File: config.mk
export PLATFORM = sky130hd
export DESIGN_NAME = prefix_sub_recover
export DESIGN_NICKNAME = d
export VERILOG_FILES = /design/src/rtl/prefix_pkg.sv /design/src/rtl/prefix_sub_core.sv /design/src/rtl/prefix_sub_recover.sv
export SDC_FILE = /design/constraint.sdc
export NUM_CORES = 1
export LEC_CHECK = 0
export BUFFER_PORTS_ARGS = -buffer_cell sky130_fd_sc_hd__buf_4
export CAP_MARGIN = 5
export CORE_MARGIN = 4
export CORE_UTILIZATION = 54
export DETAILED_ROUTE_END_ITERATION = 10
export PLACE_DENSITY_LB_ADDON = 0.25
export SLEW_MARGIN = 20
export SYNTH_ARGS = -nofsm -noshare
export SYNTH_HDL_FRONTEND = slang
export SYNTH_HIERARCHICAL = 1
export SYNTH_SLANG_ARGS = --single-unit
File: constraint.sdc
create_clock -name clk -period 3.25 [get_ports clk]
set_input_delay 0.65 -clock clk [delete_from_list [all_inputs] [get_ports clk]]
set_output_delay 0.65 -clock clk [all_outputs]
set_load 0.03 [all_outputs]
File: src/rtl/prefix_pkg.sv
// Shared prefix-network types and helpers, used by the 6-bit prefix adder and by its subtract companion.
package prefix_pkg;

    localparam int unsigned DATA_W = 6;
    localparam int unsigned SUM_W  = 7;

    typedef struct packed {
        logic h;
        logic g;
        logic p;
    } hgp_t;

    // Stage boundary after the span-2 level. Group propagate of bits 0/1 is dropped:
    // once carry-in is folded into bit 0 those spans are fully resolved.
    typedef struct packed {
        logic [SUM_W-1:0] h;
        logic [SUM_W-1:0] g;
        logic [SUM_W-1:2] p;
    } gp_stage_t;

    localparam int unsigned STAGE_W = $bits(gp_stage_t);

    function automatic hgp_t bit_gen(input logic x, input logic y);
        hgp_t r;
        r.h = x ^ y;
        r.g = x & y;
        r.p = x | y;
        return r;
    endfunction

    // Returns {G, P} of the span (i over j)
    function automatic logic [1:0] gp_combine(input logic gi, input logic pi,
                                              input logic gj, input logic pj);
        return {gi | (pi & gj), pi & pj};
    endfunction

endpackage

File: src/rtl/prefix_sub_core.sv
// Combinational 7-bit prefix subtract d = s + ~{0,a} + 1, split at the stage1/stage2 boundary.
module prefix_sub_core
    import prefix_pkg::*;
(
    input  logic [SUM_W-1:0]   s,
    input  logic [DATA_W-1:0]  a,
    output logic [STAGE_W-1:0] stage1_gp_out,
    input  logic [STAGE_W-1:0] stage2_gp_in,
    output logic [SUM_W-1:0]   d,
    output logic               borrow
);

    logic [SUM_W-1:0] w_b;
    logic [SUM_W-1:0] w_h;
    logic [SUM_W-1:0] w_g;
    logic [SUM_W-1:0] w_p;
    hgp_t             w_bit;
    logic [SUM_W-1:0] w_l1g;
    logic [SUM_W-1:2] w_l1p;
    logic [1:0]       w_c1;
    gp_stage_t        w_s1;
    gp_stage_t        w_s2;
    logic [SUM_W-1:0] w_l2g;
    logic [SUM_W-1:4] w_l2p;
    logic [1:0]       w_c2;
    logic [SUM_W-1:0] w_l3g;

    assign w_b = ~{1'b0, a};

    always_comb begin
        w_h   = '0;
        w_g   = '0;
        w_p   = '0;
        w_bit = '0;
        for (int unsigned i = 0; i < SUM_W; i++) begin
            w_bit  = bit_gen(s[i], w_b[i]);
            w_h[i] = w_bit.h;
            w_g[i] = w_bit.g;
            w_p[i] = w_bit.p;
        end
        // carry-in of 1 folded into bit 0
        w_g[0] = w_g[0] | w_p[0];
    end

    always_comb begin
        w_l1g    = w_g;
        w_l1p    = '0;
        w_c1     = '0;
        w_l1g[1] = w_g[1] | (w_p[1] & w_g[0]);
        for (int unsigned i = 2; i < SUM_W; i++) begin
            w_c1     = gp_combine(w_g[i], w_p[i], w_g[i-1], w_p[i-1]);
            w_l1g[i] = w_c1[1];
            w_l1p[i] = w_c1[0];
        end
    end

    always_comb begin
        w_s1   = '0;
        w_s1.h = w_h;
        w_s1.g = w_l1g;
        w_s1.p = w_l1p;
    end

    assign stage1_gp_out = w_s1;
    assign w_s2          = gp_stage_t'(stage2_gp_in);

    always_comb begin
        w_l2g = w_s2.g;
        w_l2p = '0;
        w_c2  = '0;
        for (int unsigned i = 2; i < 4; i++) begin
            w_l2g[i] = w_s2.g[i] | (w_s2.p[i] & w_s2.g[i-2]);
        end
        for (int unsigned i = 4; i < SUM_W; i++) begin
            w_c2     = gp_combine(w_s2.g[i], w_s2.p[i], w_s2.g[i-2], w_s2.p[i-2]);
            w_l2g[i] = w_c2[1];
            w_l2p[i] = w_c2[0];
        end
    end

    always_comb begin
        w_l3g = w_l2g;
        for (int unsigned i = 4; i < SUM_W; i++) begin
            w_l3g[i] = w_l2g[i] | (w_l2p[i] & w_l2g[i-4]);
        end
    end

    always_comb begin
        d    = '0;
        d[0] = w_s2.h[0] ^ 1'b1;
        for (int unsigned i = 1; i < SUM_W; i++) begin
            d[i] = w_s2.h[i] ^ w_l3g[i-1];
        end
    end

    assign borrow = ~w_l3g[SUM_W-1];

endmodule

File: src/rtl/prefix_sub_recover.sv
// Two-stage pipelined operand recovery y = s - a with valid/ready handshakes,
// invalid-recovery flag and saturating error counter.
module prefix_sub_recover
    import prefix_pkg::*;
#(
    parameter int unsigned ERR_CNT_W = 8
) (
    input  logic                 clk,
    input  logic                 rst_n,
    input  logic                 in_valid,
    output logic                 in_ready,
    input  logic [SUM_W-1:0]     in_s,
    input  logic [DATA_W-1:0]    in_a,
    output logic                 out_valid,
    input  logic                 out_ready,
    output logic [DATA_W-1:0]    out_y,
    output logic                 out_err,
    output logic [ERR_CNT_W-1:0] err_count
);

    logic                 r_v1;
    logic                 r_v2;
    logic [STAGE_W-1:0]   r_stage1;
    logic [DATA_W-1:0]    r_y;
    logic                 r_err;
    logic [ERR_CNT_W-1:0] r_err_count;

    logic                 w_adv1;
    logic                 w_adv2;
    logic [STAGE_W-1:0]   w_stage1;
    logic [SUM_W-1:0]     w_d;
    logic                 w_borrow;

    prefix_sub_core u_core (
        .s             (in_s),
        .a             (in_a),
        .stage1_gp_out (w_stage1),
        .stage2_gp_in  (r_stage1),
        .d             (w_d),
        .borrow        (w_borrow)
    );

    assign w_adv2   = ~r_v2 | out_ready;
    assign w_adv1   = ~r_v1 | w_adv2;
    assign in_ready = rst_n & w_adv1;

    always_ff @(posedge clk) begin
        if (!rst_n) begin
            r_v1     <= 1'b0;
            r_v2     <= 1'b0;
            r_stage1 <= '0;
            r_y      <= '0;
            r_err    <= 1'b0;
        end else begin
            if (w_adv1) begin
                r_v1 <= in_valid;
                if (in_valid) begin
                    r_stage1 <= w_stage1;
                end
            end
            if (w_adv2) begin
                r_v2 <= r_v1;
                if (r_v1) begin
                    r_y   <= w_d[DATA_W-1:0];
                    r_err <= w_borrow | w_d[SUM_W-1];
                end
            end
        end
    end

    always_ff @(posedge clk) begin
        if (!rst_n) begin
            r_err_count <= '0;
        end else if (r_v2 && out_ready && r_err && (r_err_count != '1)) begin
            r_err_count <= r_err_count + ERR_CNT_W'(1);
        end
    end

    assign out_valid = r_v2;
    assign out_y     = r_y;
    assign out_err   = r_err;
    assign err_count = r_err_count;

endmodule

Yosys cells after proc, flatten, opt, wreduce, memory -nomap -nowiden
Cells that the tools add are included.

word-level totals
  register bits after elaboration = 36
  input bits = 17
  output and inout port bits = 17
  logic and storage cells = 86

cells by class
  $add $sub $neg = 1
  equal/unequal tests = 1
  bitwise logic cells = 73
  reduce and logical (&&, ||, !) cells = 5

operators by type and width
  operator               count
  $and A1 B1 Y1          30
  $or A1 B1 Y1           25
  $xor A1 B1 Y1          13
  $add A8 B1 Y8 const B  1
  $ne A8 B8 Y1 const B   1
  $not A6 Y7             1
  $not A1 Y1             4
  $reduce_and A2 Y1      2
  $logic_and A1 B1 Y1    3

Depth between registers and ports, before layout
Gate-level depths: netlist of run 1.

  depth after elaboration = 6
  depth in mapped cells = 6
  mapped depth without buffers = 6

Hierarchy
The synthesis of run 1 kept the hierarchy.

modules (own cells, without submodules)
  module              times used  cells each  area an instance (um2)  sequential area each (um2)
  prefix_sub_recover  1           160         1455.1                  720.7
  prefix_sub_core     1           51          356.6                   0.0

Least setup slack after synthesis of run 1
Ideal clock, no wire load.

  path type = in2out
  start point = input rst_n
  end point = output in_ready
  arrival = 1177 ps
  required time = 2600 ps
  path slack = 1423 ps
  stages = 2
  path buffers = 1
  path through = clkbuf_1 > and2_1

between the ends
  word-level cells in the longest chain between the ends = 1

RTL lines
  what             RTL line                  text
  start, declared  prefix_sub_recover.sv:9   input logic rst_n,
  $and A1 B1 Y1    prefix_sub_recover.sv:45  assign in_ready = rst_n & w_adv1;
  end, declared    prefix_sub_recover.sv:11  output logic in_ready,

Every way passes these cells.

Final worst setup path of run 1
  start point = input out_ready
  end point = output in_ready

between the ends
  word-level cells in the longest chain between the ends = 3

RTL lines
  what             RTL line                  text
  start, declared  prefix_sub_recover.sv:15  input logic out_ready,
  $or A1 B1 Y1     prefix_sub_recover.sv:43  assign w_adv2 = ~r_v2 | out_ready;
  $or A1 B1 Y1     prefix_sub_recover.sv:44  assign w_adv1 = ~r_v1 | w_adv2;
  $and A1 B1 Y1    prefix_sub_recover.sv:45

Every way passes these cells.

==> results.sh, run 1 <==
export IMPL_crit_arrival_ns=1.33
export IMPL_insertion_delay_ns=0.32
export IMPL_met2_usage_pct=24.9
export IMPL_critPathLaunchType="input pin"
export IMPL_post_drt_wl_per_cell_um=11.8
export IMPL_ys_ff_latch=36
export IMPL_vias=1436
export IMPL_syn_mean_instance_area_sq_um=8.59
export IMPL_grt_pass1_wl_mm=5.50
export IMPL_ctsResizeCount=0
export IMPL_pwr_share_seq_pct=55.3
export IMPL_layout_common_cells="nand2_1, dfxtp_1, buf_4"
export IMPL_netlist_area_sq_um=1810
export IMPL_antenna_found_initial=0
export IMPL_post_dp_cell_area_sq_um=2080
export IMPL_slew_headroom_pct=67.1
export IMPL_drt_initial_drc_count=92
export IMPL_startpoint="out_ready"
export IMPL_skew_ns=0.00470
export IMPL_cts_tree="yes"
export IMPL_postRouteAntennaNets=0
export IMPL_final_area_sq_um=2140
export IMPL_antenna_cells=0
export IMPL_nets=273
export IMPL_p_leak_nw=1.06
export IMPL_synth_nets=240
export IMPL_fillers=283
export IMPL_maxSlewViolCount=0
export IMPL_r2r_start="out_valid$_SDFFE_PN0P_"
export IMPL_port_buffers=33
export IMPL_clock_root_buffer="clkbuf_4"
export IMPL_max_cap_violations=0
export IMPL_layout_min_cycle_time_ns=1.98
export IMPL_yosysSeqAreaShare_pct=39.8
export IMPL_cts_setup_buffers=0
export IMPL_p_sw_mw=0.219
export IMPL_setup_viol=0
export IMPL_grt_max_degree=39
export IMPL_p_comb_share_pct=15.1
export IMPL_place_congestion=0.805
export IMPL_hold_class="reg -> reg"
export IMPL_end_kind="output port"
export IMPL_use_met1_pct=22.2
export IMPL_clockBufferDepth=2
export IMPL_chipHeight_um=65.9
export IMPL_drive_gt1_share_pct=20.1
export IMPL_synth_edf_count=0
export IMPL_drc=0
export IMPL_die_area_sq_um=4350
export IMPL_whs_ns=0.461
export IMPL_hp_start="r_stage1[8]$_SDFFE_PN0P_"
export IMPL_final_hold_violation_count=0
export IMPL_ys_types=36
export IMPL_coreArea_sq_um=3130
export IMPL_power_density_nw_per_um2=404
export IMPL_start_util_pct=57.9
export IMPL_cp_max_fo=4
export IMPL_ys_warnings_count=6
export IMPL_grt_use_met3_pct=4.76
export IMPL_vias_per_cell=4.99
export IMPL_multi_input_area_sq_um=975
export IMPL_busiest_layer="met2"
export IMPL_irDropWorstVdd_v=0.000319
export IMPL_drt_wl_total_mm=3.39
export IMPL_rsz0062_at_grt="false"
export IMPL_swShare_pct=25.2
export IMPL_path_clk_slew_ns=0.09
export IMPL_drt_first_pass_iters=4
export IMPL_dpl_hpwl_mm=2.49
export IMPL_ctsHoldBuffers=0
export IMPL_num_rows=20
export IMPL_crit_required_ns=2.60
export IMPL_pwr_share_clk_pct=29.6
export IMPL_synthToLayoutAreaGrowth_pct=18.2
export IMPL_p_int_mw=0.648
export IMPL_grt_overflow=0
export IMPL_grt_pass1_vias=1229
export IMPL_finalCritPeriodShare_pct=60.8
export IMPL_ios=34
export IMPL_finalSetupTns_ns=0
export IMPL_cts_htree_levels=2
export IMPL_outcome="finished clean"
export IMPL_die_w_um=65.9
export IMPL_grtUsageTotal_pct=16.2
export IMPL_critPathKind="in -> out"
export IMPL_syn_inst=211
export IMPL_ff_latch_area_sq_um=721
export IMPL_final_common_cell="nand2_1"
export IMPL_cts_buffers=5
export IMPL_cts_sinks=36
export IMPL_worst_pin_slew_ns=0.492
export IMPL_timing_fmax_ghz=0.506
export IMPL_synth_flop_cell="dfxtp_1"
export IMPL_async_flop_share_pct=0
## cells by family after synthesis
group | Yosys count | synth area share [%]
adders and majority gates | 12 | 8.29
xor gates and xnor gates | 7 | 3.38
and+or+nand+nor | 77 | 20.4
AOI/OAI and AO/OA | 45 | 18.4
muxes | 6 | 3.32
DFF | 36 | 39.8
buffers and inverters | 28 | 6.42
## final timing paths
path	to	depth (start not counted)	slack [ns]
max	in_ready	4	1.27
min	r_stage1[8]$_SDFFE_PN0P_	2	0.46
max reg2reg	out_y[0]$_SDFFE_PN0P_	4	1.80
min reg2reg	r_stage1[8]$_SDFFE_PN0P_	2	0.46
## flip-flops by register name, summed over array words and instances (netlist names)
register	flops
out_valid	1
r_v1	1
out_err	1
out_y	6
r_stage1	19
err_count	8
## metal layers
metal  vias up  share of wire, %
met4         0               1.0
met3         6               5.1
li1        761                 -
met2        28                43
met5         -                 0
met1       641                51
## per-stage QoR
stage	util, %	setup WS (ns)	instances	total power [mW]
after floorplan	-	1.42	211	0.577
after detailed placement	66.4	1.27	281	0.621
after global routing	68.5	1.23	288	0.915
after CTS	68.5	1.27	288	0.879
after global placement	66.4	1.30	281	0.618
final	68.5	1.27	288	0.866
## cell type report
| cell class | instances | share of cell area (%) |
|---|---|---|
| Inverter | 21 | 3.68 |
| Clock buffer | 7 | 3.04 |
| Tap cell | 44 | 2.57 |
| Timing Repair Buffer | 33 | 11.6 |
| Sequential cell | 36 | 33.6 |
| Multi-Input combinational cell | 147 | 45.5 |
## power by group through the flow
| stage | Combinational, mW | Sequential [mW] | Clock, mW |
|---|---|---|---|
| 6_report | 0.131 | 0.479 | 0.257 |
| 4_1_cts | 0.132 | 0.479 | 0.268 |
| 3_5_place_dp | 0.132 | 0.489 | 0 |
| 3_3_place_gp | 0.130 | 0.488 | 0 |
| 5_1_grt | 0.146 | 0.482 | 0.287 |
| 2_1_floorplan | 0.0796 | 0.497 | 0 |
## critical path: stages
cell and delay (ns):
buf_4 0.13, nand3b_1 0.19, and2_1 0.19, buf_4 0.16
## synth_stat cells, types with 2 or more instances
master / number / share of area, %
a21boi_0: 10 / 4.1
a21boi_1: 10 / 4.1
a21o_1: 8 / 3.3
a31oi_1: 3 / 1.0
and2_1: 2 / 0.69
and3_1: 2 / 0.69
buf_4: 3 / 1.2
clkbuf_1: 4 / 0.83
dfxtp_1: 36 / 40
ha_1: 12 / 8.3
inv_1: 21 / 4.4
mux2i_1: 6 / 3.3
nand2_1: 43 / 8.9
nand2b_1: 2 / 0.69
nand3_1: 3 / 0.83
nand4_1: 4 / 1.4
nor2_1: 8 / 1.7
nor2b_1: 6 / 2.1
o21ai_0: 3 / 0.83
o21ai_1: 2 / 0.55
o21bai_1: 2 / 0.83
or2_2: 2 / 0.69
xnor2_1: 2 / 0.97
xor2_1: 5 / 2.4
Note: power is estimated with default switching activity, not from simulation.
==> run 2: changes to the inputs <==
clock period = 2 ns   (was 3.25 ns; I/O delays follow)
==> results.sh, run 2 (same netlist as run 1, synthesis figures left out) <==
export IMPL_outcome="finished clean"
export IMPL_vias=1458
export IMPL_r2r_start="err_count[0]$_SDFFE_PN0P_"
export IMPL_chipHeight_um=65.9
export IMPL_cp_max_fo=4
export IMPL_irDropWorstVdd_v=0.000518
export IMPL_hold_class="in -> reg"
export IMPL_cts_htree_levels=2
export IMPL_crit_chain="nand3b_1 > and2_1 > buf_4"
export IMPL_timing_fmax_ghz=0.610
export IMPL_final_common_cell="nand2_1"
export IMPL_busiest_layer="met2"
export IMPL_cts_tree="yes"
export IMPL_reg2regPathDepth=5
export IMPL_layout_min_cycle_time_ns=1.64
export IMPL_r2r_setup_slack_ns=0.54
export IMPL_slew_headroom_pct=68.7
export IMPL_cts_sinks=36
export IMPL_ctsHoldBuffers=0
export IMPL_rr_endpoint="err_count[0]$_SDFFE_PN0P_"
export IMPL_use_met1_pct=23.4
export IMPL_p_leak_nw=1.06
export IMPL_grt_pass1_vias=1302
export IMPL_antenna_cells=0
export IMPL_end_kind="output port"
export IMPL_finalCritPeriodShare_pct=81.9
export IMPL_final_hold_violation_count=0
export IMPL_grtUsageTotal_pct=17.1
export IMPL_die_area_sq_um=4350
export IMPL_num_rows=20
export IMPL_power_density_nw_per_um2=646
export IMPL_worst_pin_slew_ns=0.469
export IMPL_hp_start="in_s[6]"
export IMPL_start_util_pct=57.9
export IMPL_clockBufferDepth=2
export IMPL_grt_use_met3_pct=4.08
export IMPL_post_place_ws_ns=0.495
export IMPL_grt_pass1_wl_mm=5.81
export IMPL_setup_ws_ns=0.361
export IMPL_critPathKind="reg -> out"
export IMPL_antenna_found_initial=0
export IMPL_grt_max_degree=38
export IMPL_die_w_um=65.9
export IMPL_cts_buffers=5
export IMPL_drc=0
export IMPL_met2_usage_pct=25.5
export IMPL_critPathLaunchType="flop"
export IMPL_max_cap_violations=0
export IMPL_coreArea_sq_um=3130
export IMPL_dpl_hpwl_mm=2.52
export IMPL_cts_setup_buffers=0
export IMPL_skew_ns=0.00582
export IMPL_rsz0062_at_grt="false"
export IMPL_top_register="r_stage1"
export IMPL_maxSlewViolCount=0
export IMPL_crit_path_max_incr_delay_ns=0.42
export IMPL_vias_per_cell=5.03
export IMPL_whs_endpoint="r_stage1[18]$_SDFFE_PN0P_"
export IMPL_crit_slowest_cell="dfxtp_1"
export IMPL_ctsResizeCount=0
export IMPL_synthToLayoutAreaGrowth_pct=18.3
export IMPL_crit_arrival_ns=1.24
export IMPL_post_drt_wl_per_cell_um=11.4
export IMPL_hold_depth=4
export IMPL_grt_overflow=0
export IMPL_ios=34
export IMPL_port_buffers=33
export IMPL_crit_required_ns=1.60
export IMPL_drt_wl_total_mm=3.32
export IMPL_layout_common_cells="nand2_1, dfxtp_1, buf_4"
export IMPL_finalSetupTns_ns=0
export IMPL_place_congestion=0.857
export IMPL_nets=274
export IMPL_drt_initial_drc_count=74
export IMPL_drt_first_pass_iters=4
export IMPL_insertion_delay_ns=0.33
export IMPL_drive_gt1_share_pct=19.9
export IMPL_clock_root_buffer="clkbuf_4"
export IMPL_path_clk_slew_ns=0.10
export IMPL_setup_viol=0
export IMPL_postRouteAntennaNets=0
export IMPL_largest_reg_flops=19
==> run 2: cell count changes in the layout (fill, tap and decap cells not counted), sizes merged <==
cell,previous run,this run
buf,33,34
clkbuf,7,8
==> run 2: per-stage QoR <==
stage	total power, mW	hold WS (ns)	std cells	utilization [%]	cell area (sq um)
5_1_grt	1.46	0.335	290	68.5	2140
3_3_place_gp	1.01	0.439	282	66.6	2080
4_1_cts	1.40	0.316	290	68.5	2140
2_1_floorplan	0.937	0.432	211	-	1810
3_5_place_dp	1.01	0.449	282	66.6	2080
6_report	1.39	0.326	290	68.5	2140
==> run 2: report_power, final <==
part | total [mW] | internal (mW) | switching, mW | leakage, nW
logic | 0.213 | 0.101 | 0.112 | 0.729
clock network | 0.394 | 0.174 | 0.221 | 0.0326
registers | 0.778 | 0.753 | 0.0250 | 0.295
==> run 2: final cells by class <==
type                       count  area (sq um)
fill                         280           985
multi-input combinational    147           975
sequential                    36           721
timing repair buffer          34           255
inverter                      21          78.8
clock buffer                   8          58.8
tap                           44          55.1
==> run 2: worst max-delay path by stage <==
stage,start,to,slack [ns],depth (start not counted)
after floorplan,err_count[0]$_SDFFE_PN0P_,err_count[0]$_SDFFE_PN0P_,0.54,5
after global placement,out_ready,out_y[5]$_SDFFE_PN0P_,0.53,5
after CTS,r_v1$_SDFFE_PN0N_,in_ready,0.33,3
final,r_v1$_SDFFE_PN0N_,in_ready,0.36,3
after global routing,r_v1$_SDFFE_PN0N_,in_ready,0.26,3
after detailed placement,out_ready,out_y[0]$_SDFFE_PN0P_,0.50,5
==> run 2: critical path: cells and delay by family (launching register included) <==
| kind | cells | cell delay [ns] |
|---|---|---|
| buffers and inverters | 1 | 0.16 |
| AND/OR/NAND/NOR | 2 | 0.33 |
| flip-flops | 1 | 0.42 |
==> run 2: metal layers <==
layer,up-vias,routed length (um)
li1,765,-
met1,665,1680
met2,23,1470
met3,5,120
met4,0,46
met5,-,0
